$ cat src/rtl/sigmoid_arbiter.sv
// Four-way round-robin arbiter in front of a shared sigmoid LUT.
// A requester is granted only when a result FIFO slot is reserved for it.
// A tag pipeline that matches the LUT latency records which requester each
// lookup belongs to. When the lookup completes, its result and id are pushed
// into the result FIFO, so results leave in grant order.
module sigmoid_arbiter #(
  parameter int LUT_LAT    = 2,
  parameter int FIFO_DEPTH = 4
) (
  input  logic        clk,
  input  logic        rst,
  input  logic [3:0]  req_valid,
  input  logic [87:0] req_data,
  output logic [3:0]  req_ready,
  output logic        lut_en,
  output logic [8:0]  lut_addr,
  output logic        lut_sign,
  output logic        lut_ovr,
  input  logic [7:0]  lut_dout,
  output logic        act_valid,
  output logic [7:0]  act_data,
  output logic [1:0]  act_id,
  input  logic        act_ready,
  output logic        busy
);

  localparam int PTR_W = (FIFO_DEPTH > 1) ? $clog2(FIFO_DEPTH) : 1;
  localparam int CNT_W = PTR_W + 1;
  // inflight never exceeds LUT_LAT (at most 4)
  localparam int INF_W = 3;
  localparam int SUM_W = ((CNT_W > INF_W) ? CNT_W : INF_W) + 1;
  localparam int TID_W = 2 * LUT_LAT;

  // ---------------------------------------------------------------------
  // State
  // ---------------------------------------------------------------------
  logic [1:0]       last_grant_reg;
  logic [LUT_LAT-1:0] tag_valid_reg;
  logic [LUT_LAT-1:0] tag_valid_next;
  logic [TID_W-1:0] tag_id_reg;
  logic [TID_W-1:0] tag_id_next;
  logic [INF_W-1:0] inflight_reg;
  logic [INF_W-1:0] inflight_next;
  logic [CNT_W-1:0] fifo_count_reg;
  logic [CNT_W-1:0] fifo_count_next;
  logic [PTR_W-1:0] wr_ptr_reg;
  logic [PTR_W-1:0] rd_ptr_reg;

  logic [7:0] fifo_data_mem [FIFO_DEPTH];
  logic [1:0] fifo_id_mem   [FIFO_DEPTH];

  // ---------------------------------------------------------------------
  // Combinational helpers
  // ---------------------------------------------------------------------
  logic [21:0] req_word [4];
  logic [21:0] sel_word;
  logic [1:0]  cand;
  logic [1:0]  grant_id;
  logic        grant_found;
  logic [3:0]  grant_oh;
  logic        credit_ok;
  logic        retire_valid;
  logic [1:0]  retire_id;
  logic        push;
  logic        pop;

  // Split the packed request bus into one 22-bit word per requester.
  genvar gi;
  generate
    for (gi = 0; gi < 4; gi++) begin : g_unpack
      assign req_word[gi] = req_data[22*gi +: 22];
    end
  endgenerate

  // The credit gate uses only registered counts. A pop in this cycle frees
  // its slot starting in the next cycle.
  assign credit_ok = (SUM_W'(inflight_reg) + SUM_W'(fifo_count_reg)) < SUM_W'(FIFO_DEPTH);

  // Round-robin search that starts one past the last granted requester.
  always_comb begin
    cand        = '0;
    grant_id    = '0;
    grant_found = 1'b0;
    grant_oh    = '0;
    for (int k = 1; k <= 4; k++) begin
      cand = last_grant_reg + 2'(k);
      if (!grant_found && req_valid[cand]) begin
        grant_found = 1'b1;
        grant_id    = cand;
      end
    end
    if (rst || !credit_ok) begin
      grant_found = 1'b0;
    end
    if (grant_found) begin
      grant_oh[grant_id] = 1'b1;
    end
  end

  assign req_ready = grant_oh;
  assign lut_en    = |grant_oh;

  // Map the granted accumulator onto the LUT fields. The outputs stay at
  // zero when nothing issues.
  always_comb begin
    sel_word = req_word[grant_id];
    lut_sign = 1'b0;
    lut_addr = '0;
    lut_ovr  = 1'b0;
    if (lut_en) begin
      lut_sign = sel_word[21];
      lut_addr = sel_word[13:5];
      if (sel_word[21]) begin
        // Negative: saturate unless the integer part is all ones and the
        // fraction is non-zero.
        lut_ovr = (~&sel_word[20:14]) | (~|sel_word[13:5]);
      end else begin
        // Positive: saturate if any integer bit is set.
        lut_ovr = |sel_word[20:14];
      end
    end
  end

  // ---------------------------------------------------------------------
  // Tag pipeline: {valid, id} moves forward one stage per cycle.
  // ---------------------------------------------------------------------
  assign tag_valid_next = (tag_valid_reg << 1) | LUT_LAT'(lut_en);
  assign tag_id_next    = (tag_id_reg << 2) | TID_W'(grant_id);
  assign retire_valid   = tag_valid_reg[LUT_LAT-1];
  assign retire_id      = tag_id_reg[TID_W-1 -: 2];

  // Advance the tag pipeline. Reset drops every pending lookup.
  always_ff @(posedge clk) begin
    if (rst) begin
      tag_valid_reg <= '0;
      tag_id_reg    <= '0;
    end else begin
      tag_valid_reg <= tag_valid_next;
      tag_id_reg    <= tag_id_next;
    end
  end

  // A grant and a retire in the same cycle cancel out.
  assign inflight_next = inflight_reg + INF_W'(lut_en) - INF_W'(retire_valid);

  // Track the grant pointer and the number of lookups in flight.
  always_ff @(posedge clk) begin
    if (rst) begin
      last_grant_reg <= 2'd3;
      inflight_reg   <= '0;
    end else begin
      if (lut_en) begin
        last_grant_reg <= grant_id;
      end
      inflight_reg <= inflight_next;
    end
  end

  // ---------------------------------------------------------------------
  // Result FIFO
  // ---------------------------------------------------------------------
  assign push = retire_valid & ~rst;
  assign pop  = act_valid & act_ready;

  assign fifo_count_next = fifo_count_reg + CNT_W'(push) - CNT_W'(pop);

  // Write the completed lookup into the slot reserved at grant time.
  always_ff @(posedge clk) begin
    if (push) begin
      fifo_data_mem[wr_ptr_reg] <= lut_dout;
      fifo_id_mem[wr_ptr_reg]   <= retire_id;
    end
  end

  // Update the FIFO pointers and occupancy.
  always_ff @(posedge clk) begin
    if (rst) begin
      wr_ptr_reg     <= '0;
      rd_ptr_reg     <= '0;
      fifo_count_reg <= '0;
    end else begin
      if (push) begin
        wr_ptr_reg <= wr_ptr_reg + PTR_W'(1);
      end
      if (pop) begin
        rd_ptr_reg <= rd_ptr_reg + PTR_W'(1);
      end
      fifo_count_reg <= fifo_count_next;
    end
  end

  // The head entry is visible only while the FIFO holds data, so the
  // outputs read as zero after reset.
  assign act_valid = (fifo_count_reg != '0);
  assign act_data  = act_valid ? fifo_data_mem[rd_ptr_reg] : 8'd0;
  assign act_id    = act_valid ? fifo_id_mem[rd_ptr_reg]   : 2'd0;

  assign busy = (inflight_reg != '0) | (fifo_count_reg != '0);

endmodule

$ cat config.mk
export PLATFORM = sky130hd
export DESIGN_NAME = sigmoid_arbiter
export DESIGN_NICKNAME = d
export VERILOG_FILES = /design/src/rtl/sigmoid_arbiter.sv
export SDC_FILE = /design/constraint.sdc
export NUM_CORES = 1
export LEC_CHECK = 0
export ABC_CLOCK_PERIOD_IN_PS = 4640
export CAP_MARGIN = 30
export CORE_ASPECT_RATIO = 0.6
export CORE_MARGIN = 1.5
export CORE_UTILIZATION = 44
export DETAILED_ROUTE_END_ITERATION = 10
export PLACE_DENSITY = 0.81
export SYNTH_ARGS = -nofsm -noshare
export SYNTH_HDL_FRONTEND = slang
export SYNTH_SLANG_ARGS = --single-unit
export TNS_END_PERCENT = 20
$ cat constraint.sdc
create_clock -name clk -period 4.64 [get_ports clk]
set_clock_uncertainty 0.05 [all_clocks]
set_input_delay 1.16 -clock clk [delete_from_list [all_inputs] [get_ports clk]]
set_output_delay 1.16 -clock clk [all_outputs]
set_load 0.01 [all_outputs]
---- Word level (Yosys, flattened, before mapping) ----
Memory sizes are Yosys's and may differ from the RTL's. A register that Yosys moved wholly into a read port is not among the register bits.
Cells that the tools add are included.
cells by class
  $add $sub $neg .......................... 10
  multiply operators ...................... 0
  divide/modulo/power cells ............... 0
  order comparisons ....................... 8
  eq/ne operators ......................... 0
  shifts and indexed selects .............. 0
  muxes and demuxes ....................... 35
  bitwise operators ....................... 8
  reduce and logical (&&, ||, !) cells .... 17
operators by type and width
  operator                                                               number
  22-bit binary-select mux with 2-bit select                             1
  22-bit 2-to-1 mux                                                      2
  2-bit 2-to-1 mux                                                       9
  2-bit by 3-bit < comparator with 1-bit output (second input constant)  5
  1-bit 2-to-1 mux                                                       15
  9-bit 2-to-1 mux                                                       1
  9-bit OR reduction                                                     1
  1-bit binary-select mux with 2-bit select                              4
  8-bit 2-to-1 mux                                                       1
  7-bit AND reduction                                                    1
  7-bit OR reduction                                                     1
  2-bit by 1-bit adder with 2-bit output (second input constant)         3
  3-bit by 1-bit adder with 3-bit output                                 2
  1-bit logical NOT                                                      6
  3-bit nonzero test                                                     2
  3-bit by 1-bit subtractor with 3-bit output                            2
  2-bit adder (second input constant)                                    2
  3-bit by 3-bit adder with 4-bit output                                 1
  1-bit logical AND                                                      4
  4-bit by 3-bit < comparator with 1-bit output (second input constant)  1
  4-bit 2-to-1 mux                                                       1
  4-bit by 2-bit OR with 4-bit output                                    1
  4-bit OR reduction                                                     1
  3-bit greater-or-equal comparator (second input constant)              1
  8 further kinds                                                        10
word-level totals
  register bits after elaboration ......... 18
  bits in latches ......................... 0
  bits in writable memories ............... 40
  ROM bits ................................ 0
  output and inout bits ................... 28
  logic and storage cells ................. 87
  memories kept ........................... 2
memory list
  memory         depth  width  read ports  clocked after memory_dff  write ports  line  RTL
  fifo_data_mem  4      8      1           1                         1            49    logic [7:0] fifo_data_mem [FIFO_DEPTH];
  fifo_id_mem    4      2      1           1                         1            50    logic [1:0] fifo_id_mem [FIFO_DEPTH];

---- Depth between registers and ports, before layout ----
Gate-level depths: netlist of the first run.
  depth in word-level cells ............... 22
  depth in mapped cells ................... 11

---- Worst setup path after synthesis of the first run ----
OpenSTA, ideal clock, no wires.
  path type ............................... input-to-output
  start ................................... in req_valid[3]
  end ..................................... out lut_ovr
  data arrival time ....................... 2.837 ns
  setup slack ............................. 0.593 ns
  cell stages on the path ................. 8
  buffers on the path ..................... 1
  cells stage by stage .................... nor2_1 > a31oi_4 > clkbuf_1 > and3_1 > a211oi_1 > o22ai_1 > or4_1 > o211a_1
on the way
  word-level cells in the longest chain between the ends .. 21
RTL lines
  item                                                              line  RTL
  start: declaration                                                12    input logic [3:0] req_valid,
  1-bit binary-select mux with 2-bit select                         87    if (!grant_found && req_valid[cand]) begin
  1-bit 2-to-1 mux (not written as such)                            87
  1-bit 2-to-1 mux                                                  87
  1-bit logical NOT                                                 87
  1-bit logical AND                                                 87
  1-bit 2-to-1 mux                                                  87
  1-bit logical NOT                                                 87
  1-bit logical AND                                                 87
  (+4 left out)                                                     --
  2-bit inverter with 3-bit output (not written as such)            106   sel_word = req_word[grant_id];
  22-bit binary-select mux with 2-bit select                        106
  22-bit 2-to-1 mux (not written as such) (2 in series)             106
  9-bit OR reduction / 7-bit AND reduction (equally long branches)  116   lut_ovr = (~&sel_word[20:14]) | (~|sel_word[13:5]);
  1-bit logical NOT                                                 116
  1-bit OR                                                          116
  1-bit 2-to-1 mux                                                  113   if (sel_word[21]) begin
  1-bit 2-to-1 mux *                                                110   if (lut_en) begin
  end: declaration                                                  18    output logic lut_ovr,
Every way passes the cells marked *; elsewhere a longest branch is shown, timed or not. The select of a mux whose other input is x is not followed.

---- Worst setup path in the final report of the first run ----
Ends and elaborated chain as after synthesis.

==> results_tabular.tex, run 1 <==
\begin{tabular}{lr}
\hline
Metric & Value \\
\hline
\multicolumn{2}{l}{\textbf{Status}} \\
Outcome & finished with violations \\
Violations in the final reports & setup timing \\
\multicolumn{2}{l}{\textbf{Layout}} \\
Net count of the finished layout & 550 \\
Leading cell type in the layout, fill and taps excluded & sky130\_fd\_sc\_hd\_\_clkdlybuf4s50\_1 \\
Final core area utilization & 75.6\% \\
Layout overhead on the synthesized area & 67.6\% \\
Flip-flop count of the largest register, all copies and words added & 32 \\
Number of inserted diodes & 0 \\
Share of post-route cells with drive strength above 1 & between 20\% and 30\% \\
Commonest cells after routing, fill and taps aside & sky130\_fd\_sc\_hd\_\_clkdlybuf4s50\_1 (99), sky130\_fd\_sc\_hd\_\_edfxtp\_1 (40), sky130\_fd\_sc\_hd\_\_buf\_4 (37), sky130\_fd\_sc\_hd\_\_and3\_1 (31), sky130\_fd\_sc\_hd\_\_dfxtp\_1 (20) \\
\multicolumn{2}{l}{\textbf{Floorplanning}} \\
Die Width & 114 um \\
Die Area & 7930 sq um \\
Core region area & 7210 sq um \\
Initial cell density of the core & 45.1\% \\
Number of I/O pins & between 100 and 150 \\
Cell row count & 24 \\
Y dimension of the die & 69.6 um \\
\multicolumn{2}{l}{\textbf{CTS}} \\
Clock slew seen by the registers of the worst setup and hold paths & 50 ps \\
Clock tree root driver cell & sky130\_fd\_sc\_hd\_\_clkbuf\_16 \\
Depth of the CTS H-tree & 3 \\
Clock tree sinks & 60 \\
Number of CTS-inserted buffers & 9 \\
CTS tree & built \\
Clock latency at the later pin of the worst-skew pair & 320 ps \\
Buffer levels on the longest clock path & 2 \\
\multicolumn{2}{l}{\textbf{Yosys}} \\
Sequential-to-total area share from yosys stat & 49.3\% \\
Post-synthesis simple-gate area fraction & 20.1\% \\
Area share of the largest cell type after synthesis & 37.0\% \\
Top area cells in the synthesized netlist & sky130\_fd\_sc\_hd\_\_edfxtp\_1 (37\%), sky130\_fd\_sc\_hd\_\_dfxtp\_1 (12\%), sky130\_fd\_sc\_hd\_\_mux4\_2 (6.9\%) \\
Post-Synth Adder-Cell Area & 5.08\% \\
Post-synth top area cell & sky130\_fd\_sc\_hd\_\_edfxtp\_1 \\
Xor and xnor area share after synthesis & between 1.5 and 2\% \\
Synthesized flop and latch total & 60 \\
Yosys warning total & 0 \\
Largest family of logic cells by synthesized area & simple AND/OR/NAND/NOR gates \\
Ys flop type & sky130\_fd\_sc\_hd\_\_edfxtp\_1 \\
Post-synthesis async set-or-reset flop share & 0\% \\
Synthesized instance count & 285 \\
Count of different cell masters after synthesis & 45 \\
Complex-gate fraction of the synthesized area & 11.9\% \\
Synthesized net count & 400 \\
Mean area per synthesized cell & between 10 and 15 sq um \\
Post-synth EDFFs & 40 \\
Mux cell area share after synthesis & 7.58\% \\
Cell area after technology mapping & 3250 sq um \\
\multicolumn{2}{l}{\textbf{Detailed routing}} \\
Via/cell ratio & 6.02 \\
Count of nets left with antenna violations after detail routing & 0 \\
Final wirelength & 11000 um \\
Routed via count & 3199 \\
Drt wl/cell & 20.7 um \\
Number of iterations in the first detailed-routing pass & 5 \\
Number of design rule violations left after detail routing & 0 \\
Starting DRC count in detailed routing & 269 \\
\multicolumn{2}{l}{\textbf{STA}} \\
Worst setup slack after layout & -113 ps \\
Setup-violating endpoint count in the final report & 1 \\
Max Slew Vio Count & 0 \\
Final worst path period share & 102\% \\
Max transition margin & 54.7\% \\
Hold Slack & 397 ps \\
Final critical-path required period & 4750 ps \\
Worst Max-Slew Pin Slew & roughly 680 ps \\
Final count of hold timing violations & 0 \\
Final setup TNS & -113 ps \\
Max Freq & about 210 MHz \\
Setup repair after global routing missed its margin & yes \\
\multicolumn{2}{l}{\textbf{Placement}} \\
Detailed Place HPWL & 6720 um \\
Input/output buffers & 110 \\
DP Worst Slack & -616 ps \\
Final weighted congestion of routability-driven global placement & 0.838 \\
\multicolumn{2}{l}{\textbf{Worst setup path}} \\
Crit path cell chain & dlygate4sd2\_1 > buf\_4 > nand2\_2 > a31oi\_4 > buf\_4 > nand2\_4 > a211oi\_2 > o22ai\_1 > or4\_1 > o211a\_1 > buf\_2 \\
Critical path peak fanout & 8 \\
Crit-path most repeated cell & sky130\_fd\_sc\_hd\_\_buf\_4 \\
Crit-path slowest cell & sky130\_fd\_sc\_hd\_\_or4\_1 \\
Required time of the critical path & 3430 ps \\
CP Launch Type & input pin \\
CP Capture Type & output pin \\
Worst stage delay on the critical path & 530 ps \\
Category of the most critical setup path & in -> out \\
Critical path arrival & 3540 ps \\
\multicolumn{2}{l}{\textbf{Global routing}} \\
Total routing resource utilization after global routing & 27.0\% \\
Maximum number of pins on one net before global-route repair & 20 \\
Overall overflow remaining after global route & 0 \\
Number of global-route vias before repair & 3233 \\
Antenna violations before repair & 1 \\
Wire length of the first global-routing pass & 16300 um \\
\multicolumn{2}{l}{\textbf{Pwr}} \\
Leak Pwr & 0.00218 uW \\
Maximum vdd ir drop & 0.000237 V \\
Power density over the cells & approximately 520 nW/um\^{}2 \\
\multicolumn{2}{l}{\textbf{Run}} \\
Number of violations of the max-capacitance limit & 0 \\
\multicolumn{2}{l}{\textbf{Hold path}} \\
Hold/Removal Path Class & reg -> reg \\
\hline
\end{tabular}
final timing paths:
check | cells past startpoint | to | slack, ps | startpoint
setup / recovery | 11 | lut_ovr | -110 | req_valid[3]
hold / removal | 1 | tag_valid_reg[1] | 400 | tag_valid_reg[0]
setup reg to reg | 10 | fifo_count_reg[2] | 1800 | fifo_count_reg[1]
hold reg to reg | 1 | tag_valid_reg[1] | 400 | tag_valid_reg[0]
through the flow:
| step | cells | total power, uW | cell area (sq um) |
|---|---|---|---|
| floorplan | 285 | 1320 | 3250 |
| global placement | 497 | 1800 | 4630 |
| detailed placement | 497 | 1840 | 4630 |
| CTS | 526 | 2740 | 5360 |
| global route | 531 | 2970 | 5450 |
| finish | 531 | 2850 | 5450 |
metal layers:
layer	track usage (%)	wire length [um]	vias to the layer above
met2	44.2	5300	209
met1	36.2	4440	1567
met3	6.91	970	36
met4	6.67	293	2
li1	-	-	1385
met5	0	10	-
critical path, delay by kind of cell:
family	cells	cell delay, ps
buffers and inverters	4	830
and+or+nand+nor	3	720
AOI/OAI and AO/OA	4	850
Yosys cell counts, types with 2 or more instances:
library cell	count
sky130_fd_sc_hd__o22ai_1	7
sky130_fd_sc_hd__ha_1	10
sky130_fd_sc_hd__clkbuf_1	10
sky130_fd_sc_hd__and2_1	15
sky130_fd_sc_hd__buf_6	2
sky130_fd_sc_hd__and3_1	31
sky130_fd_sc_hd__nor4_1	5
sky130_fd_sc_hd__nand3_1	14
sky130_fd_sc_hd__xnor2_1	4
sky130_fd_sc_hd__a211oi_1	28
sky130_fd_sc_hd__nor2b_1	7
sky130_fd_sc_hd__buf_1	2
sky130_fd_sc_hd__fa_1	2
sky130_fd_sc_hd__nand2_1	2
sky130_fd_sc_hd__xor2_1	3
sky130_fd_sc_hd__mux4_2	10
sky130_fd_sc_hd__buf_2	4
sky130_fd_sc_hd__nand2_2	2
sky130_fd_sc_hd__or4_1	2
sky130_fd_sc_hd__nor3_1	11
sky130_fd_sc_hd__o21ai_0	7
sky130_fd_sc_hd__edfxtp_1	40
sky130_fd_sc_hd__nor2_1	15
sky130_fd_sc_hd__inv_1	11
sky130_fd_sc_hd__dfxtp_1	20
sky130_fd_sc_hd__o211a_1	2
timing repair:
action	in CTS	in global routing
pin swaps	26	3
setup endpoints to repair	12	7
hold buffers	0	0
buffers inserted	8	5
gates resized for setup	67	15
gates cloned	5	0
kinds of logic (layout without fill, tap and decap cells):
group / count (synthesis) / in the layout
flip-flops: 60 / 60
AO/OA/AOI/OAI: 52 / 52
AND/OR/NAND/NOR: 112 / 116
multiplexers: 12 / 12
XOR/XNOR: 7 / 7
buffers and inverters: 30 / 181
adder cells (fa/ha/maj): 12 / 12
power by group:
group | switching (uW) | total (uW) | internal (uW)
clock network | 227 | 693 | 466
registers | 80.5 | 716 | 635
logic | 696 | 1440 | 746
total | 1000 | 2850 | 1850
area by class of cell:
class	count	area [sq um]
Clock inverter	7	91.3
Fill cell	420	1760
Tap cell	91	114
Clock buffer	9	225
Multi-Input combinational cell	199	1870
Timing Repair Buffer	154	1500
Inverter	11	41.3
Sequential cell	60	1600
Note: power is estimated with default switching activity, not from simulation.
==> run 2: changes to the inputs <==
Settings changed: CTS_CLUSTER_SIZE set to 8, SLEW_MARGIN set to 20.
==> results of run 2 <==
Same layout as run 1: the final DEF is identical, and so are final timing and power.
==> run 3: changes to the inputs <==
Settings changed: ABC_CLOCK_PERIOD_IN_PS 4640 to 4900.
Clock period 4.64 ns to 4.9 ns, I/O delays scaled along.
==> results_tabular.tex, run 3 (synthesis results as in run 1) <==
\begin{tabular}{lr}
\hline
Metric & Value \\
\hline
\multicolumn{2}{l}{\textbf{Status}} \\
Outcome & finished, final reports clean \\
\multicolumn{2}{l}{\textbf{Worst setup path}} \\
CP Launch Type & input pin \\
Worst stage delay on the critical path & 600 ps (+70 ps) \\
Worst reg2reg startpoint & fifo\_count\_reg[1] \\
Crit path cell chain & clkdlybuf4s50\_1 > nor4\_1 > nand3\_1 > buf\_4 > nor3\_1 > clkdlybuf4s50\_1 \\
Critical path arrival & 3530 ps (about the same) \\
Reg2reg path depth & 10 (unchanged) \\
Crit-path most repeated cell & sky130\_fd\_sc\_hd\_\_clkdlybuf4s50\_1 \\
Buffers \& Inverters on Critical Path & 3 (-1) \\
CP Capture Type & output pin \\
Critical path peak fanout & 11 (+3) \\
Crit-path slowest cell & sky130\_fd\_sc\_hd\_\_clkdlybuf4s50\_1 \\
Reg-to-reg setup timing slack & 1980 ps (+180 ps) \\
Required time of the critical path & 3620 ps (+190 ps) \\
Worst flop-to-flop path endpoint & fifo\_count\_reg[2] \\
Category of the most critical setup path & in -> out \\
Family of cells with the greatest summed delay on the critical path & buffers and inverters \\
\multicolumn{2}{l}{\textbf{Pwr}} \\
Leak Pwr & 0.00199 uW (-8.8\%) \\
Power density over the cells & 479 nW/um\^{}2 (-8.4\%) \\
Maximum vdd ir drop & 0.000201 V (-15\%) \\
Power, Total & 2480 uW (-13\%) \\
\multicolumn{2}{l}{\textbf{STA}} \\
Worst Max-Slew Pin Slew & 688 ps (+9.27 ps) \\
Final critical-path required period & 4800 ps \\
Max Freq & 208 MHz \\
Max Slew Vio Count & 0 (unchanged) \\
Worst setup slack after layout & 98.5 ps (+211 ps) \\
Final worst path period share & 98.0\% \\
Max transition margin & 54.1\% (-0.62 points) \\
Hold Slack & 393 ps (-4.37 ps) \\
Setup-violating endpoint count in the final report & 0 (-1) \\
Final count of hold timing violations & 0 (unchanged) \\
\multicolumn{2}{l}{\textbf{Layout}} \\
Number of inserted diodes & 0 (unchanged) \\
Leading cell type in the layout, fill and taps excluded & sky130\_fd\_sc\_hd\_\_clkdlybuf4s50\_1 \\
Final core area utilization & 71.9\% (-3.7 points) \\
Share of post-route cells with drive strength above 1 & 24.3\% (-3.6 points) \\
Layout overhead on the synthesized area & 59.3\% \\
Flip-flop count of the largest register, all copies and words added & 32 (unchanged) \\
Net count of the finished layout & 542 (-1.5\%) \\
Commonest cells after routing, fill and taps aside & sky130\_fd\_sc\_hd\_\_clkdlybuf4s50\_1 (105), sky130\_fd\_sc\_hd\_\_edfxtp\_1 (40), sky130\_fd\_sc\_hd\_\_and3\_1 (31), sky130\_fd\_sc\_hd\_\_buf\_4 (30), sky130\_fd\_sc\_hd\_\_a211oi\_2 (23) \\
\multicolumn{2}{l}{\textbf{Global routing}} \\
Wire length of the first global-routing pass & 16600 um (+2.0\%) \\
Overall overflow remaining after global route & 0 (unchanged) \\
Total routing resource utilization after global routing & 27.4\% (+0.42 points) \\
Maximum number of pins on one net before global-route repair & 23 (+15\%) \\
Antenna violations before repair & 0 (-1) \\
Number of global-route vias before repair & 3261 (+0.87\%) \\
\multicolumn{2}{l}{\textbf{Floorplanning}} \\
Die Area & 7930 sq um (unchanged) \\
Core region area & 7210 sq um (unchanged) \\
Number of I/O pins & 131 (unchanged) \\
Y dimension of the die & 69.6 um (unchanged) \\
Die Width & 114 um (unchanged) \\
Cell row count & 24 (unchanged) \\
Initial cell density of the core & 45.1\% (unchanged) \\
\multicolumn{2}{l}{\textbf{Detailed routing}} \\
Starting DRC count in detailed routing & 237 (-12\%) \\
Number of iterations in the first detailed-routing pass & 5 (unchanged) \\
Via/cell ratio & 5.83 (-3.2\%) \\
Final wirelength & 10500 um (-4.5\%) \\
Drt wl/cell & 20.1 um (-3.0\%) \\
Routed via count & 3050 (-4.7\%) \\
Number of design rule violations left after detail routing & 0 (unchanged) \\
Count of nets left with antenna violations after detail routing & 0 (unchanged) \\
\multicolumn{2}{l}{\textbf{CTS}} \\
Clock slew seen by the registers of the worst setup and hold paths & 50 ps (about the same) \\
Depth of the CTS H-tree & 3 (unchanged) \\
Clock latency at the later pin of the worst-skew pair & 320 ps (about the same) \\
Clock tree sinks & 60 (unchanged) \\
Hold-fix buffer count after cts & 0 (unchanged) \\
CTS tree & built \\
Buffer levels on the longest clock path & 2 (unchanged) \\
Clock tree root driver cell & sky130\_fd\_sc\_hd\_\_clkbuf\_16 \\
Number of CTS-inserted buffers & 9 (unchanged) \\
\multicolumn{2}{l}{\textbf{Placement}} \\
Detailed Place HPWL & 6780 um (+0.96\%) \\
DP Worst Slack & -588 ps (+28.1 ps) \\
Input/output buffers & 110 (unchanged) \\
Final weighted congestion of routability-driven global placement & 0.806 (-3.8\%) \\
\multicolumn{2}{l}{\textbf{Hold path}} \\
Hold\_sp & tag\_id\_reg[0] \\
Cell depth of the worst hold path & 1 (unchanged) \\
Hold/Removal Path Class & reg -> reg \\
Capture endpoint of the worst hold path & tag\_id\_reg[2] \\
\multicolumn{2}{l}{\textbf{Run}} \\
Number of violations of the max-capacitance limit & 0 (unchanged) \\
\hline
\end{tabular}
==> run 3: how the worst max path moves through the flow <==
stage	slack [ps]	start	to	cells after the start
floorplan	720	req_valid[3]	lut_ovr	8
global placement	-460	req_valid[3]	lut_ovr	9
detailed placement	-590	req_valid[3]	lut_ovr	10
CTS	4	req_valid[3]	lut_ovr	11
global route	-20	rst	req_ready[2]	6
finish	100	rst	req_ready[2]	6
==> run 3: repair_timing <==
action	in CTS	in global routing
pin swaps	18	5
gates cloned	2	0
buffers inserted	9	1
setup endpoints to repair	8	3
gates resized for setup	38	15
==> run 3: metrics by stage <==
stage | area (sq um) | setup TNS, ps | instances
2_1_floorplan | 3250 | 0 | 285
3_3_place_gp | 4620 | -501 | 495
3_5_place_dp | 4620 | -708 | 495
4_1_cts | 5140 | 0 | 522
5_1_grt | 5180 | -21.5 | 523
6_report | 5180 | 0 | 523
==> run 3: layout make-up <==
class                   count  area [sq um]
fillers                   466          2030
repair buffers            148          1450
inverters                  11          41.3
well taps                  91           114
multi-input cells         197          1720
flip-flops and latches     60          1600
clock inverters             3          13.8
clock buffers              13           240
==> run 3: routing by layer <==
layer,global-route usage (%),wire [um],part of all wire [%],vias up
met5,0,0,0,-
met4,8.06,257,2.4,0
met3,8.30,850,8.1,29
met2,44.6,5020,48,165
met1,35.6,4390,42,1483
li1,-,-,-,1373
==> run 3: power by group <==
| part | internal [uW] | switching (uW) | leakage, uW |
|---|---|---|---|
| Sequential | 602 | 80.2 | 0.000527 |
| Combinational | 661 | 607 | 0.00134 |
| Clock | 337 | 194 | 0.000125 |
==> RTL change, RTL diff (config.mk and constraints of run 3) <==
`LUT_LAT`: 2 -> 1.
--- a/src/rtl/sigmoid_arbiter.sv
+++ b/src/rtl/sigmoid_arbiter.sv
@@ -6,3 +6,3 @@
 module sigmoid_arbiter #(
-  parameter int LUT_LAT    = 2,
+  parameter int LUT_LAT    = 1,
   parameter int FIFO_DEPTH = 4
Check against the original RTL: not equivalent (a bounded check fails within 4 cycles, from zero or initial values and one cycle with rst high).
==> RTL change against run 3 <==
  * The flow now finishes with violations (design-rule violations)
  * Total power down 6.8%
  * Non-clock buffer count down 10
  * Sequential cell count down 3
  * Cell area down 6.5%
  * First-iteration DRC count down 59%
  * Area after synthesis down 3.6%
  * Wire length down 24%
  * Setup slack worse by 25 ps
  * Highest routed layer unchanged
==> RTL change: results (changes against run 3) <==
- Data arrival time at the worst-slack endpoint: 3550 ps (+20 ps)
- Via count of the first global-routing pass: 2522 (-23%)
- DRC: 4 (+4)
- Maximum vdd ir drop: 0.000188 V (-6.6%)
- Class of the tightest hold or removal check: reg -> reg
- Final wirelength: 7.99 mm (-24%)
- Hpwl dp: 5.50 mm (-19%)
- Largest net degree at the start of global routing: 19 (-17%)
- Number of warnings issued by yosys: 0 (unchanged)
- Maximum count of clock buffers along a single path: 2 (unchanged)
- Router iterations before antenna repair: 7 (+2)
- Count of input and output buffers: 110 (unchanged)
- Leakage power total: 1.90 nW (-4.7%)
- Slowest Stage Delay on Critical Path: 550 ps (-50 ps)
- Level count of the clock H-tree: 3 (unchanged)
- Wire length of the first global-routing pass: 12.4 mm (-25%)
- Sequential element share of the synthesized area: 0.492 (-0.000674)
- Primary FF master, synth: edfxtp_1
- Violations in the final reports: design-rule violations
- Fraction of registers with async set or reset after synthesis: 0 (unchanged)
- Distinct cell type count of the synthesized netlist: 36 (-20%)
- Switching power of the nets: 0.000741 W (-16%)
- Root buffer cell: clkbuf_16
- Count of routing violations after the opening detailed-route iteration: 98 (-59%)
- Synth Net Count: 353 (-12%)
- Number of CTS-inserted buffers: 9 (unchanged)
- Post-placement cell area: 4420 µm² (-4.3%)
- Maximum fanout count along the critical path: 6 (-5)
- Worst-skew pair later-pin latency: 320 ps (about the same)
- Commonest cells post-synth: mux2i_1 (48), edfxtp_1 (40), and2_1 (25)
- Number of antenna violations at the first check in global routing: 0 (unchanged)
- Clock slew seen by the registers of the worst setup and hold paths: 50 ps (about the same)
- Fill cell instance count of the final layout: 456 (-2.1%)
- Reg-to-Reg Start: fifo_count_reg[1]$_SDFF_PP0_
- CP max stage cell: or4_4
- Routed vias: 2372 (-22%)
- Post-layout nets: 491 (-9.4%)
- Routability congestion estimate from global placement: 0.736 (-8.7%)
- EDFF count, synth: 40 (unchanged)
- Share of post-route cells with drive strength above 1: 0.186 (-0.0567)
- Antenna diode count: 0 (unchanged)
- Largest cells by area after synthesis: edfxtp_1 (38%), mux2i_1 (15%), dfxtp_1 (11%)
- Run status: finished with violations
- Post-place setup slack: -747 ps (-159 ps)
- Slew margin rel.: 0.539 (-0.00203)
- Regs by FF count: fifo_data_mem x32, fifo_id_mem x8
- Aggregate global-route resource usage: 0.218 (-0.0560)
- Beginning of the worst hold path: retire_id[1]$_SDFF_PP0_
- Start point of the critical path: req_valid[1]
[RTL change: changes by cell type after synthesis, moves of 7 or more]
cell      delta
a211oi_1    -26
and2_1      +10
and3_1      -31
mux2i_1     +47
nand3_1     -14
nor3_1       -8
o21ai_0      -7
o22ai_1      -7
[RTL change: final cells by class]
class                           instances  area, µm²  area share
Timing Repair Buffer                  138       1380       0.285
Tap cell                               87        109      0.0225
Inverter                               12       45.0     0.00930
Clock buffer                           12        246      0.0509
Clock inverter                          4       20.0     0.00414
Multi-Input combinational cell        158       1500       0.309
Sequential cell                        57       1540       0.318
[RTL change: critical path: cells and delay by family]
| family | cells | cell delay (ps) |
|---|---|---|
| AO/OA/AOI/OAI | 2 | 480 |
| buffers and inverters | 4 | 550 |
| multiplexers | 2 | 270 |
| AND/OR/NAND/NOR | 3 | 1020 |
[RTL change: path summary, 6_finish.rpt]
check	endpoint	slack (ps)	depth (start not counted)
worst min register to register	fifo_id_mem[0][1]$_DFFE_PP_	450	0
worst max register to register	fifo_count_reg[2]$_SDFF_PP0_	2240	10
worst min-delay path	fifo_id_mem[0][1]$_DFFE_PP_	450	0
worst max-delay path	lut_ovr	70	11
[RTL change: cells by family after synthesis]
kind of cell / count (synthesis) / synth area share
AOI/OAI and AO/OA: 14 / 0.0395
xor gates and xnor gates: 7 / 0.0196
adders and majority gates: 12 / 0.0527
buffers and inverters: 23 / 0.0487
DFF: 57 / 0.492
muxes: 58 / 0.225
and+or+nand+nor: 67 / 0.122
[RTL change: through the flow]
stage               power [W]  instances  hold WS (ps)
global route          0.00244        468           476
global placement      0.00163        441           410
CTS                   0.00232        469           442
floorplan             0.00126        238           388
detailed placement    0.00166        441           419
finish                0.00231        468           448
[RTL change: what timing repair did]
action	4_1_cts	5_1_grt
resized for setup	29	8
pin swaps	6	4
setup buffers	11	0
setup endpoints to repair	7	3
gates cloned	1	0
[RTL change: metal layers]
metal,part of all wire,global-route usage
met5,0,0
met4,0.0093,0.0522
met2,0.50,0.402
met1,0.42,0.251
met3,0.066,0.0779
[RTL change: power by group through the flow]
| stage | Combinational, W | Sequential [W] | Clock [W] |
|---|---|---|---|
| 5_1_grt | 0.00117 | 0.000690 | 0.000578 |
| 2_1_floorplan | 0.000613 | 0.000642 | 0 |
| 3_3_place_gp | 0.000955 | 0.000679 | 0 |
| 6_report | 0.00109 | 0.000678 | 0.000549 |
| 4_1_cts | 0.00109 | 0.000678 | 0.000554 |
| 3_5_place_dp | 0.000980 | 0.000684 | 0 |
